### src/rtl/mult_sequencer_pkg.sv
// Shared constants for the shift-and-add multiplier: shift-register mode codes
// and sequencer state codes, decodable by the peripheral top and benches.
package mult_sequencer_pkg;

  localparam int unsigned MODE_W  = 2;
  localparam int unsigned STATE_W = 2;

  typedef enum logic [MODE_W-1:0] {
    MODE_HOLD  = 2'd0,
    MODE_LEFT  = 2'd1,
    MODE_RIGHT = 2'd2,
    MODE_PLOAD = 2'd3
  } shiftMode_t;

  typedef enum logic [STATE_W-1:0] {
    ST_IDLE = 2'd0,
    ST_LOAD = 2'd1,
    ST_RUN  = 2'd2,
    ST_DONE = 2'd3
  } seqState_t;

  function automatic logic isBusyState(input seqState_t s);
    return (s == ST_LOAD) || (s == ST_RUN);
  endfunction

endpackage

### src/rtl/mult_sequencer_if.sv
// Handshake and datapath bundle between the multiplier sequencer and its
// surroundings (register interface plus the two external shift registers).
interface mult_sequencer_if
  import mult_sequencer_pkg::*;
#(
  parameter int unsigned W = 4
);

  logic             start;
  logic [2*W-1:0]   mcandIn;
  logic             mplierBit;
  shiftMode_t       mcandMode;
  shiftMode_t       mplierMode;
  logic             busy;
  logic             done;
  logic [2*W-1:0]   product;

  modport master (
    output start, mcandIn, mplierBit,
    input  mcandMode, mplierMode, busy, done, product
  );

  modport slave (
    input  start, mcandIn, mplierBit,
    output mcandMode, mplierMode, busy, done, product
  );

endinterface

### src/rtl/mult_sequencer.sv
// Control FSM and 2W-bit accumulator for the shift-and-add multiplier; drives
// the mode inputs of the external multiplicand/multiplier shift registers.
module mult_sequencer
  import mult_sequencer_pkg::*;
#(
  parameter int unsigned W = 4
) (
  input  logic             clk,
  input  logic             reset,
  mult_sequencer_if.slave  seq
);

  localparam int unsigned PW = 2 * W;
  localparam int unsigned CW = $clog2(W) + 1;

  seqState_t       state;
  seqState_t       nextState;
  logic [CW-1:0]   count;
  logic [PW-1:0]   acc;

  logic            busyNext;
  logic            doneNext;
  shiftMode_t      mcandModeNext;
  shiftMode_t      mplierModeNext;

  logic            busyQ;
  logic            doneQ;
  shiftMode_t      mcandModeQ;
  shiftMode_t      mplierModeQ;

  // State register; outputs are registered from the next-state decode so they
  // line up with the state they describe.
  always_ff @(posedge clk) begin
    if (reset) begin
      state       <= ST_IDLE;
      busyQ       <= 1'b0;
      doneQ       <= 1'b0;
      mcandModeQ  <= MODE_HOLD;
      mplierModeQ <= MODE_HOLD;
    end else begin
      state       <= nextState;
      busyQ       <= busyNext;
      doneQ       <= doneNext;
      mcandModeQ  <= mcandModeNext;
      mplierModeQ <= mplierModeNext;
    end
  end

  // Next-state logic; start is only looked at in IDLE and DONE.
  always_comb begin
    nextState = state;
    case (state)
      ST_IDLE: if (seq.start) nextState = ST_LOAD;
      ST_LOAD: nextState = ST_RUN;
      ST_RUN:  if (count == CW'(W - 1)) nextState = ST_DONE;
      ST_DONE: nextState = seq.start ? ST_LOAD : ST_IDLE;
      default: nextState = ST_IDLE;
    endcase
  end

  // Output decode for the upcoming state.
  always_comb begin
    busyNext       = isBusyState(nextState);
    doneNext       = 1'b0;
    mcandModeNext  = MODE_HOLD;
    mplierModeNext = MODE_HOLD;
    case (nextState)
      ST_LOAD: begin
        mcandModeNext  = MODE_PLOAD;
        mplierModeNext = MODE_PLOAD;
      end
      ST_RUN: begin
        mcandModeNext  = MODE_LEFT;
        mplierModeNext = MODE_RIGHT;
      end
      ST_DONE: doneNext = 1'b1;
      default: ;
    endcase
  end

  // Accumulator and RUN-cycle counter; product holds outside LOAD/RUN.
  always_ff @(posedge clk) begin
    if (reset) begin
      acc   <= '0;
      count <= '0;
    end else begin
      case (state)
        ST_LOAD: begin
          acc   <= '0;
          count <= '0;
        end
        ST_RUN: begin
          count <= count + CW'(1);
          if (seq.mplierBit) acc <= acc + seq.mcandIn;
        end
        default: ;
      endcase
    end
  end

  assign seq.busy       = busyQ;
  assign seq.done       = doneQ;
  assign seq.mcandMode  = mcandModeQ;
  assign seq.mplierMode = mplierModeQ;
  assign seq.product    = acc;

endmodule

### src/flat_wrapper.sv
// flat-port wrapper written by rule: the top's interface ports become plain ports
module mult_sequencer_flat import mult_sequencer_pkg::*;
#(
  parameter int unsigned W = 4
)
  (clk, reset, seq_start, seq_mcandIn, seq_mplierBit, seq_mcandMode, seq_mplierMode, seq_busy, seq_done, seq_product);
  mult_sequencer_if #(.W(W)) seq_i ();
  input  logic clk;
  input  logic reset;
  input wire logic [$bits(seq_i.start)-1:0] seq_start;
  input wire logic [$bits(seq_i.mcandIn)-1:0] seq_mcandIn;
  input wire logic [$bits(seq_i.mplierBit)-1:0] seq_mplierBit;
  output wire logic [$bits(seq_i.mcandMode)-1:0] seq_mcandMode;
  output wire logic [$bits(seq_i.mplierMode)-1:0] seq_mplierMode;
  output wire logic [$bits(seq_i.busy)-1:0] seq_busy;
  output wire logic [$bits(seq_i.done)-1:0] seq_done;
  output wire logic [$bits(seq_i.product)-1:0] seq_product;
  assign seq_i.start = seq_start;
  assign seq_i.mcandIn = seq_mcandIn;
  assign seq_i.mplierBit = seq_mplierBit;
  assign seq_mcandMode = seq_i.mcandMode;
  assign seq_mplierMode = seq_i.mplierMode;
  assign seq_busy = seq_i.busy;
  assign seq_done = seq_i.done;
  assign seq_product = seq_i.product;
  mult_sequencer #(.W(W)) u_core (.clk(clk), .reset(reset), .seq(seq_i));
endmodule
### config.mk
export PLATFORM = sky130hd
export DESIGN_NAME = mult_sequencer_flat
export DESIGN_NICKNAME = d
export VERILOG_FILES = /design/src/rtl/mult_sequencer_pkg.sv /design/src/rtl/mult_sequencer_if.sv /design/src/rtl/mult_sequencer.sv /design/src/flat_wrapper.sv
export SDC_FILE = /design/constraint.sdc
export NUM_CORES = 1
export LEC_CHECK = 0
export ABC_CLOCK_PERIOD_IN_PS = 3020
export BUFFER_PORTS_ARGS = -buffer_cell sky130_fd_sc_hd__buf_2
export CORE_UTILIZATION = 35
export DETAILED_ROUTE_END_ITERATION = 10
export PLACE_DENSITY_LB_ADDON = 0.25
export RECOVER_POWER = 25
export SLEW_MARGIN = 0
export SYNTH_ARGS = -nofsm -noshare
export SYNTH_HDL_FRONTEND = slang
export SYNTH_SLANG_ARGS = --single-unit
### constraint.sdc
create_clock -name clk -period 3.02 [get_ports clk]
set_input_delay 0.151 -clock clk [delete_from_list [all_inputs] [get_ports clk]]
set_output_delay 0.151 -clock clk [all_outputs]
set_load 0.005 [all_outputs]
==> impl_metrics.tcl, run 1 <==
set metrics [dict create \
    dpl-instance-area_um2 1120 \
    startpoint_type "flip-flop" \
    cts_setup_buffers 0 \
    multi_input_area_um2 617 \
    final_hold_viol_count 0 \
    async_flop_share 0 \
    critPathMaxFanout 3 \
    cp.required_ns 3.25 \
    drive_gt1_frac 0.262 \
    crit_path_end "u_core.seq.product[6]$_SDFFE_PP0P_" \
    powerDensity_nw_per_um2 477 \
    slew_headroom 0.750 \
    worst-r2r-setup-slack_ns 1.16 \
    cts.reportedPaths.clkPinSlew_ns 0.10 \
    dp.final_hpwl_um 1440 \
    die_w_um 55.4 \
    drc_errors 0 \
    synth_seq_area_share 0.321 \
    yosysMostFrequentCell "dfxtp_1" \
    reg2reg_to "u_core.seq.product[6]$_SDFFE_PP0P_" \
    finalCriticalPeriod_ns 1.86 \
    setup_tns_ns 0 \
    die_h_um 55.4 \
    drt-total-wl_um 1910 \
    reg2regPathDepth 7 \
    core_um2 2590 \
    critPathKind "reg2reg" \
    antenna_found_initial 0 \
    detail_route.wl_per_cell_um 11.9 \
    netlist_instances 107 \
    yosys_register_bits 16 \
    synth_warnings 0 \
    first_global_vias 752 \
    tritoncts "yes" \
    power_leakage_nw 0.541 \
    vias 829 \
    grt_setup_unrepaired "false" \
    cts_resized 0 \
    final_area_um2 1160 \
    seq_area_um2 320 \
    firstDrtPassIters 4 \
    cts_hold_buf 0 \
    cts.path.max_buffers 2 \
    vias_per_cell 5.18 \
    synth_nets 135 \
    hold_slack_ns 0.163 \
    fin_skew_ns 0.00645 \
    status "finished clean" \
    fmax_mhz 539 \
    hold_depth 3 \
    nets 159 \
    area_growth_pct 16.1 \
    ir_drop_mv 0.291 \
    worstPathArrival_ns 2.08 \
    initial_core_util 0.385 \
    synth_ff_type "dfxtp_1" \
    clk_latency_ns 0.30 \
    synthTopCellsByArea "dfxtp_1, ha_1, a22oi_1" \
    gr-usage-all-layers 0.130 \
    fin_util 0.447 \
    grt_start_max_net_pins 22 \
    grt_pass1_wl_um 3220 \
    drt-initial-drc-count 14 \
    clock-sinks 16 \
    h-tree-depth 1 \
    syn_avg_cell_area_um2 9.32 \
    globalplace.congestion 0.765 \
    hold_path_class "in2reg" \
    synth_common_cells "dfxtp_1, ha_1" \
    gr-total-overflow 0 \
    ant_nets 0 \
    slew_viol_final 0 \
    crit_start "u_core.seq.product[0]$_SDFFE_PP0P_" \
    synth_top_area_frac 0.321 \
    setup_viol 0 \
    setup_slack_ns 1.16 \
    worst_slew_pin_slew_ns 0.375 \
    nFillCells 264 \
    synthDistinctLibCells 30 \
    boundaryPins 26 \
    critPathCaptureType "flip-flop" \
    maxCapViolCount 0 \
    synth_area_um2 997 \
    synth_edf_count 0 \
    rows 18 \
    port_buffers 25 \
    fin_crit_sh 0.614 \
    cts_root_buf "clkbuf_4" \
    die_area_um2 3070 \
    timing.rr.start "u_core.seq.product[0]$_SDFFE_PP0P_" \
    post-place-ws_ns 1.20 \
    cts_buffers 3 \
    n_antenna_cell 0 \
    yosysTopAreaCell "dfxtp_1" \
]
worst min path at each step:
stage,to,from
finish,u_core.state[0]$_SDFF_PP0_,seq_start
global route,u_core.state[0]$_SDFF_PP0_,seq_start
CTS,u_core.state[0]$_SDFF_PP0_,seq_start
detailed placement,u_core.count[2]$_SDFFE_PP0P_,u_core.count[2]$_SDFFE_PP0P_
global placement,u_core.count[2]$_SDFFE_PP0P_,u_core.count[2]$_SDFFE_PP0P_
floorplan,u_core.seq.product[6]$_SDFFE_PP0P_,seq_mplierBit
registers in the layout, summed over array words and instances (netlist names):
register,cells
u_core.seq.product,8
u_core.count,3
u_core.seq.done,1
u_core.state,2
u_core.seq.mplierMode,1
u_core.seq.mcandMode,1
critical path, stage by stage, from the launching register on:
cell,delay (ns)
dfxtp_1,0.33
ha_1,0.23
fa_1,0.42
a21o_1,0.21
a21oi_2,0.18
o211ai_2,0.12
xnor2_1,0.14
o31ai_2,0.16
final cells by class:
type	instances	share of cell area
clock buffer	4	0.0314
inverter	6	0.0195
multi-input combinational	79	0.533
sequential	16	0.277
tap	30	0.0324
timing repair buffer	25	0.107
layer usage:
layer  global-route usage  vias up  share of wire
met5                    0        -              0
met4               0.0536        0          0.018
met3               0.0258        5          0.048
met2                0.207       24           0.43
met1                0.172      377           0.50
li1                     -      423              -
per-stage QoR:
stage	total power [mW]	instances
5_1_grt	0.587	160
4_1_cts	0.557	160
6_report	0.552	160
2_1_floorplan	0.370	107
3_3_place_gp	0.405	156
3_5_place_dp	0.409	156
kinds of logic after synthesis:
kind of cell | share of synthesized area
buffers and inverters | 0.0602
and+or+nand+nor | 0.189
adders and majority gates | 0.208
xor gates and xnor gates | 0.0439
DFF | 0.321
AOI/OAI and AO/OA | 0.177
placed cells by master (no fill, tap or decap), drive strengths merged:
cell	synthesis	final
a211o	1	1
a21o	2	2
a21oi	8	8
a22oi	5	5
a31oi	2	2
and2	1	1
and3b	1	1
buf	4	24
clkbuf	2	5
dfxtp	16	16
fa	1	1
ha	15	15
inv	6	6
nand2	7	7
nand3	6	6
nand3b	4	4
nand4	1	1
nor2	6	6
nor2b	3	3
nor4b	2	2
o211ai	1	1
o21ai	3	3
o31ai	2	2
or3	3	3
xnor2	2	2
xor2	3	3
report_power, final:
group          switching (mW)  internal [mW]  leakage, nW
clock network          0.0757         0.0735       0.0210
registers              0.0130          0.231        0.130
logic                  0.0891         0.0701        0.390
total                   0.178          0.375        0.541
Power figures use the tool's default switching activity.
==> inputs of run 2 (changes only) <==
--- a/config.mk
+++ b/config.mk
@@ -5,7 +5,7 @@
 export SDC_FILE = /design/constraint.sdc
 export NUM_CORES = 1
 export LEC_CHECK = 0
-export ABC_CLOCK_PERIOD_IN_PS = 3020
+export ABC_CLOCK_PERIOD_IN_PS = 1700
 export BUFFER_PORTS_ARGS = -buffer_cell sky130_fd_sc_hd__buf_2
 export CORE_UTILIZATION = 35
 export DETAILED_ROUTE_END_ITERATION = 10
==> constraint.sdc (replaced) <==
create_clock -name clk -period 1.7 [get_ports clk]
set_input_delay 0.085 -clock clk [delete_from_list [all_inputs] [get_ports clk]]
set_output_delay 0.085 -clock clk [all_outputs]
set_load 0.005 [all_outputs]
==> run 2 against run 1 <==
  * First-iteration DRC count decreased by 29%
  * Sequential cell count is the same
  * Power is 68% higher
  * Sequential power rose by 78%
==> impl_metrics.tcl, run 2 (synthesis gave the netlist of run 1 again) <==
set metrics [dict create \
    cts.reportedPaths.clkPinSlew_ns 0.09 \
    cts.path.max_buffers 2 \
    grt_setup_unrepaired "true" \
    grt_pass1_wl_um 3390 \
    setup_slack_ns 0.0339 \
    globalplace.congestion 0.741 \
    clock-sinks 16 \
    drt-total-wl_um 1940 \
    p_seq_frac 0.469 \
    vias 835 \
    powerDensity_nw_per_um2 768 \
    finalNonFillerCells 165 \
    critPathMaxStageDelay_ns 0.34 \
    critPathKind "reg2reg" \
    drive_gt1_frac 0.326 \
    crit_slowest_cell "dfxtp_2" \
    p_comb_frac 0.319 \
    tritoncts "yes" \
    final_hold_viol_count 0 \
    crit_chain "ha_4 -> fa_2 -> a21o_1 -> a21oi_2 -> o211ai_2 -> xnor2_1 -> o31ai_2" \
    hold_slack_ns 0.111 \
    vias_per_cell 5.06 \
    multi_input_area_um2 636 \
    p_clk_frac 0.212 \
    h-tree-depth 1 \
    critPathMaxFanout 2 \
    ir_drop_mv 0.495 \
    port_buffers 25 \
    status "finished clean" \
    die_area_um2 3070 \
    largest_register_ffs 8 \
    cts_root_buf "clkbuf_4" \
    nets 165 \
    drc_errors 0 \
    critPathCaptureType "flip-flop" \
    gr-total-overflow 0 \
    worstPathArrival_ns 1.87 \
    dp.cells 159 \
    area_growth_pct 21.3 \
    layout_common_cells "buf_2, ha_1, dfxtp_1" \
    die_w_um 55.4 \
    power_leakage_nw 0.566 \
    power.internal_uw 629 \
    fin_skew_ns 0.000334 \
    detail_route.wl_per_cell_um 11.8 \
    initial_core_util 0.385 \
    boundaryPins 26 \
    post-place-ws_ns -0.0331 \
    dpl-instance-area_um2 1150 \
    hold_path_class "in2reg" \
    maxCapViolCount 0 \
    startpoint_type "flip-flop" \
    clk_latency_ns 0.28 \
    slew_viol_final 0 \
    final_common_cell "buf_2" \
    dp.final_hpwl_um 1470 \
    slew_headroom 0.760 \
    setup_viol 0 \
    rows 18 \
    setup_tns_ns 0 \
    grt_start_max_net_pins 22 \
    cp.required_ns 1.91 \
    n_antenna_cell 0 \
    antenna_found_initial 0 \
    cts_buffers 3 \
    first_global_vias 780 \
    finalCriticalPeriod_ns 1.67 \
    ant_nets 0 \
    cts_hold_buf 0 \
    nFillCells 257 \
    die_h_um 55.4 \
    fin_crit_sh 0.980 \
    drt-initial-drc-count 10 \
    power_switching_uw 299 \
    core_um2 2590 \
    swShare 0.322 \
    worst_slew_pin_slew_ns 0.359 \
    seq_area_um2 323 \
    fmax_mhz 600 \
    final_area_um2 1210 \
    gr-usage-all-layers 0.139 \
    firstDrtPassIters 4 \
]
## run 2: cell types whose count changed in the layout (fill, tap and decap cells not counted)
cell / before / now
a21oi_1: 6 / 5
a21oi_2: 1 / 2
buf_4: 0 / 6
clkbuf_8: 1 / 0
dfxtp_1: 16 / 14
dfxtp_2: 0 / 2
fa_1: 1 / 0
fa_2: 0 / 1
ha_1: 15 / 14
ha_4: 0 / 1
## run 2: repair_timing
item	CTS	global route
endpoints found under the hold margin	0	0
endpoints found under the setup margin	1	6
pin swaps	4	2
resized for setup	3	2
setup buffers	1	2
## run 2: final timing paths
path | start | endpoint | slack, ns | cells after the start
hold / removal | seq_start | u_core.state[0]$_SDFF_PP0_ | 0.11 | 3
setup reg to reg | u_core.seq.product[0]$_SDFFE_PP0P_ | u_core.seq.product[6]$_SDFFE_PP0P_ | 0.03 | 7
hold reg to reg | u_core.count[2]$_SDFFE_PP0P_ | u_core.count[2]$_SDFFE_PP0P_ | 0.46 | 2
setup / recovery | u_core.seq.product[0]$_SDFFE_PP0P_ | u_core.seq.product[6]$_SDFFE_PP0P_ | 0.03 | 7
## run 2: final cells by class
class	instances	share of cell area
clock buffers	3	0.0186
inverters	6	0.0186
repair buffers	31	0.140
well taps	30	0.0310
flip-flops and latches	16	0.267
multi-input cells	79	0.525
## run 2: critical path, delay by kind of cell (launching register included)
family | cells | cell delay (ns)
flip-flops | 1 | 0.34
adder cells (fa/ha/maj) | 2 | 0.50
AO/OA/AOI/OAI | 4 | 0.61
XOR/XNOR | 1 | 0.14
## run 2: layer usage
layer  vias up  part of all wire  GRT usage
met1       377              0.47      0.161
li1        437                 -          -
met4         0            0.0072     0.0321
met5         -                 0          0
met3         2             0.042     0.0515
met2        19              0.48      0.243
## run 2: per-stage QoR
stage	power, mW	utilization
2_1_floorplan	0.657	-
3_3_place_gp	0.730	0.443
3_5_place_dp	0.738	0.443
4_1_cts	0.942	0.460
5_1_grt	1.01	0.467
6_report	0.929	0.467
## run 2: power groups by stage
stage	sequential (mW)	clock [mW]	combinational [mW]
final	0.435	0.197	0.297
after floorplan	0.444	0	0.213
after CTS	0.435	0.209	0.298
after global placement	0.440	0	0.289
after global routing	0.441	0.230	0.340
after detailed placement	0.443	0	0.295
==> inputs of run 3 (changes only) <==
--- a/config.mk
+++ b/config.mk
@@ -11,6 +11,7 @@
 export DETAILED_ROUTE_END_ITERATION = 10
 export PLACE_DENSITY_LB_ADDON = 0.25
 export RECOVER_POWER = 25
+export REMOVE_ABC_BUFFERS = 1
 export SLEW_MARGIN = 0
 export SYNTH_ARGS = -nofsm -noshare
 export SYNTH_HDL_FRONTEND = slang
==> run 3 against run 2 <==
  * Register-to-register slack got worse by 0.03 ns
  * First-iteration DRC count grew 80%
  * Sequential power about the same
  * Clock skew grew 0.0024 ns
  * Final cell count is 1.2% higher
  * Worst hold slack worse by 0.0027 ns
  * Maximum frequency down 1.7%
  * Global-route usage about the same
  * Largest power group unchanged
==> impl_metrics.tcl, run 3 (synthesis gave the netlist of run 1 again) <==
set metrics [dict create \
    worst-r2r-setup-slack_ns 0.006 \
    clock-sinks 16 \
    crit_cells 7 \
    crit_chain "ha_4 -> fa_2 -> a21o_1 -> a21oi_2 -> o211ai_2 -> xnor2_1 -> o31ai_2" \
    drt-total-wl_um 2030 \
    seq_area_um2 322 \
    area_growth_pct 23.0 \
    maxCapViolCount 0 \
    first_global_vias 876 \
    gr-usage-all-layers 0.139 \
    cts.path.max_buffers 2 \
    dp.final_hpwl_um 1570 \
    drt-initial-drc-count 18 \
    vias 849 \
    antenna_found_initial 0 \
    detail_route.wl_per_cell_um 12.2 \
    finalPower_uw 998 \
    hold_depth 3 \
    die_h_um 55.4 \
    fmax_mhz 590 \
    reg2regPathDepth 7 \
    hold_path_class "in2reg" \
    reg2reg_to "u_core.seq.product[6]$_SDFFE_PP0P_" \
    setup_tns_ns 0 \
    status "finished clean" \
    cts.reportedPaths.clkPinSlew_ns 0.10 \
    fin_crit_sh 0.997 \
    cp.required_ns 1.91 \
    final_hold_viol_count 0 \
    n_antenna_cell 0 \
    worst_slew_pin_slew_ns 0.370 \
    initial_core_util 0.385 \
    core_um2 2590 \
    critPathKind "reg2reg" \
    clk_latency_ns 0.28 \
    largest_register_ffs 8 \
    cts_root_buf "clkbuf_4" \
    slew_viol_final 0 \
    die_w_um 55.4 \
    crit_start "u_core.seq.product[0]$_SDFFE_PP0P_" \
    timing.rr.start "u_core.seq.product[0]$_SDFFE_PP0P_" \
    vias_per_cell 5.08 \
    startpoint_type "flip-flop" \
    tritoncts "yes" \
    crit_path_end "u_core.seq.product[6]$_SDFFE_PP0P_" \
    worstPathArrival_ns 1.91 \
    cts_buffers 3 \
    crit_slowest_cell "dfxtp_2" \
    die_area_um2 3070 \
    finalCriticalPeriod_ns 1.69 \
    layout_common_cells "buf_2, dfxtp_1, ha_1" \
    critPathMaxFanout 2 \
    gr-total-overflow 0 \
    ir_drop_mv 0.446 \
    setup_viol 0 \
    boundaryPins 26 \
    cp_top_family "compound AO/OA/AOI/OAI gates" \
    powerDensity_nw_per_um2 814 \
    critPathMaxStageDelay_ns 0.35 \
    h-tree-depth 1 \
    port_buffers 25 \
    ant_nets 0 \
    critPathCaptureType "flip-flop" \
    grt_start_max_net_pins 22 \
    nFillCells 258 \
    drive_gt1_frac 0.321 \
    grt_pass1_wl_um 3500 \
    final_common_cell "buf_2" \
    power_leakage_nw 0.577 \
    hp-start "seq_start" \
    multi_input_area_um2 632 \
    crit_buf_inv 0 \
    fin_util 0.473 \
    rows 18 \
    cts_hold_buf 0 \
    firstDrtPassIters 4 \
    grt_setup_unrepaired "true" \
    fin_skew_ns 0.00270 \
    globalplace.congestion 0.805 \
    slew_headroom 0.753 \
    drc_errors 0 \
    nets 166 \
]
## run 3: cell types whose count changed in the layout (fill, tap and decap cells not counted), sizes merged
cell	change
clkbuf	+1
buf	+1
## run 3: how the worst min path moves through the flow
stage	slack, ns	end
finish	0.11	u_core.state[0]$_SDFF_PP0_
CTS	0.1	u_core.state[0]$_SDFF_PP0_
floorplan	0.15	u_core.state[1]$_SDFF_PP0_
global placement	0.40	u_core.state[0]$_SDFF_PP0_
global route	0.13	u_core.seq.product[6]$_SDFFE_PP0P_
detailed placement	0.41	u_core.state[0]$_SDFF_PP0_
## run 3: worst reg2reg max path: stages (launching register included)
cell	delay, ns
dfxtp_2	0.35
ha_4	0.16
fa_2	0.34
a21o_1	0.17
a21oi_2	0.19
o211ai_2	0.12
xnor2_1	0.14
o31ai_2	0.16
## run 3: per-layer routing
layer | global-route usage | routed length, µm
met1 | 0.158 | 929
met2 | 0.246 | 1010
met3 | 0.0351 | 83
met4 | 0.0571 | 10
met5 | 0 | 0
## run 3: what timing repair did
| action | CTS | global route |
|---|---|---|
| setup endpoints to repair | 2 | 4 |
| cloned | 0 | 0 |
| pin swaps | 5 | 4 |
| setup buffers | 1 | 1 |
| gates resized for setup | 4 | 1 |
## run 3: final cells by class
cell class,count,share of cell area
Multi-Input combinational cell,79,0.515
Sequential cell,16,0.262
Timing Repair Buffer,32,0.144
Tap cell,30,0.0306
Clock buffer,4,0.0296
Inverter,6,0.0184
## run 3: where the power goes
| group | leakage [nW] | internal (mW) | switching (mW) |
|---|---|---|---|
| clock | 0.0210 | 0.130 | 0.126 |
| sequential | 0.131 | 0.410 | 0.0216 |
| combinational | 0.425 | 0.143 | 0.167 |
## run 3: metrics by stage
step	hold slack [ns]	cell area, µm²	setup slack, ns	std cells
after global placement	0.399	1160	-0.0966	161
after CTS	0.0953	1220	-0.000418	166
final	0.108	1230	0.00577	167
after detailed placement	0.413	1160	-0.115	161
after floorplan	0.152	960	-0.0556	101
after global routing	0.128	1230	-0.0864	167
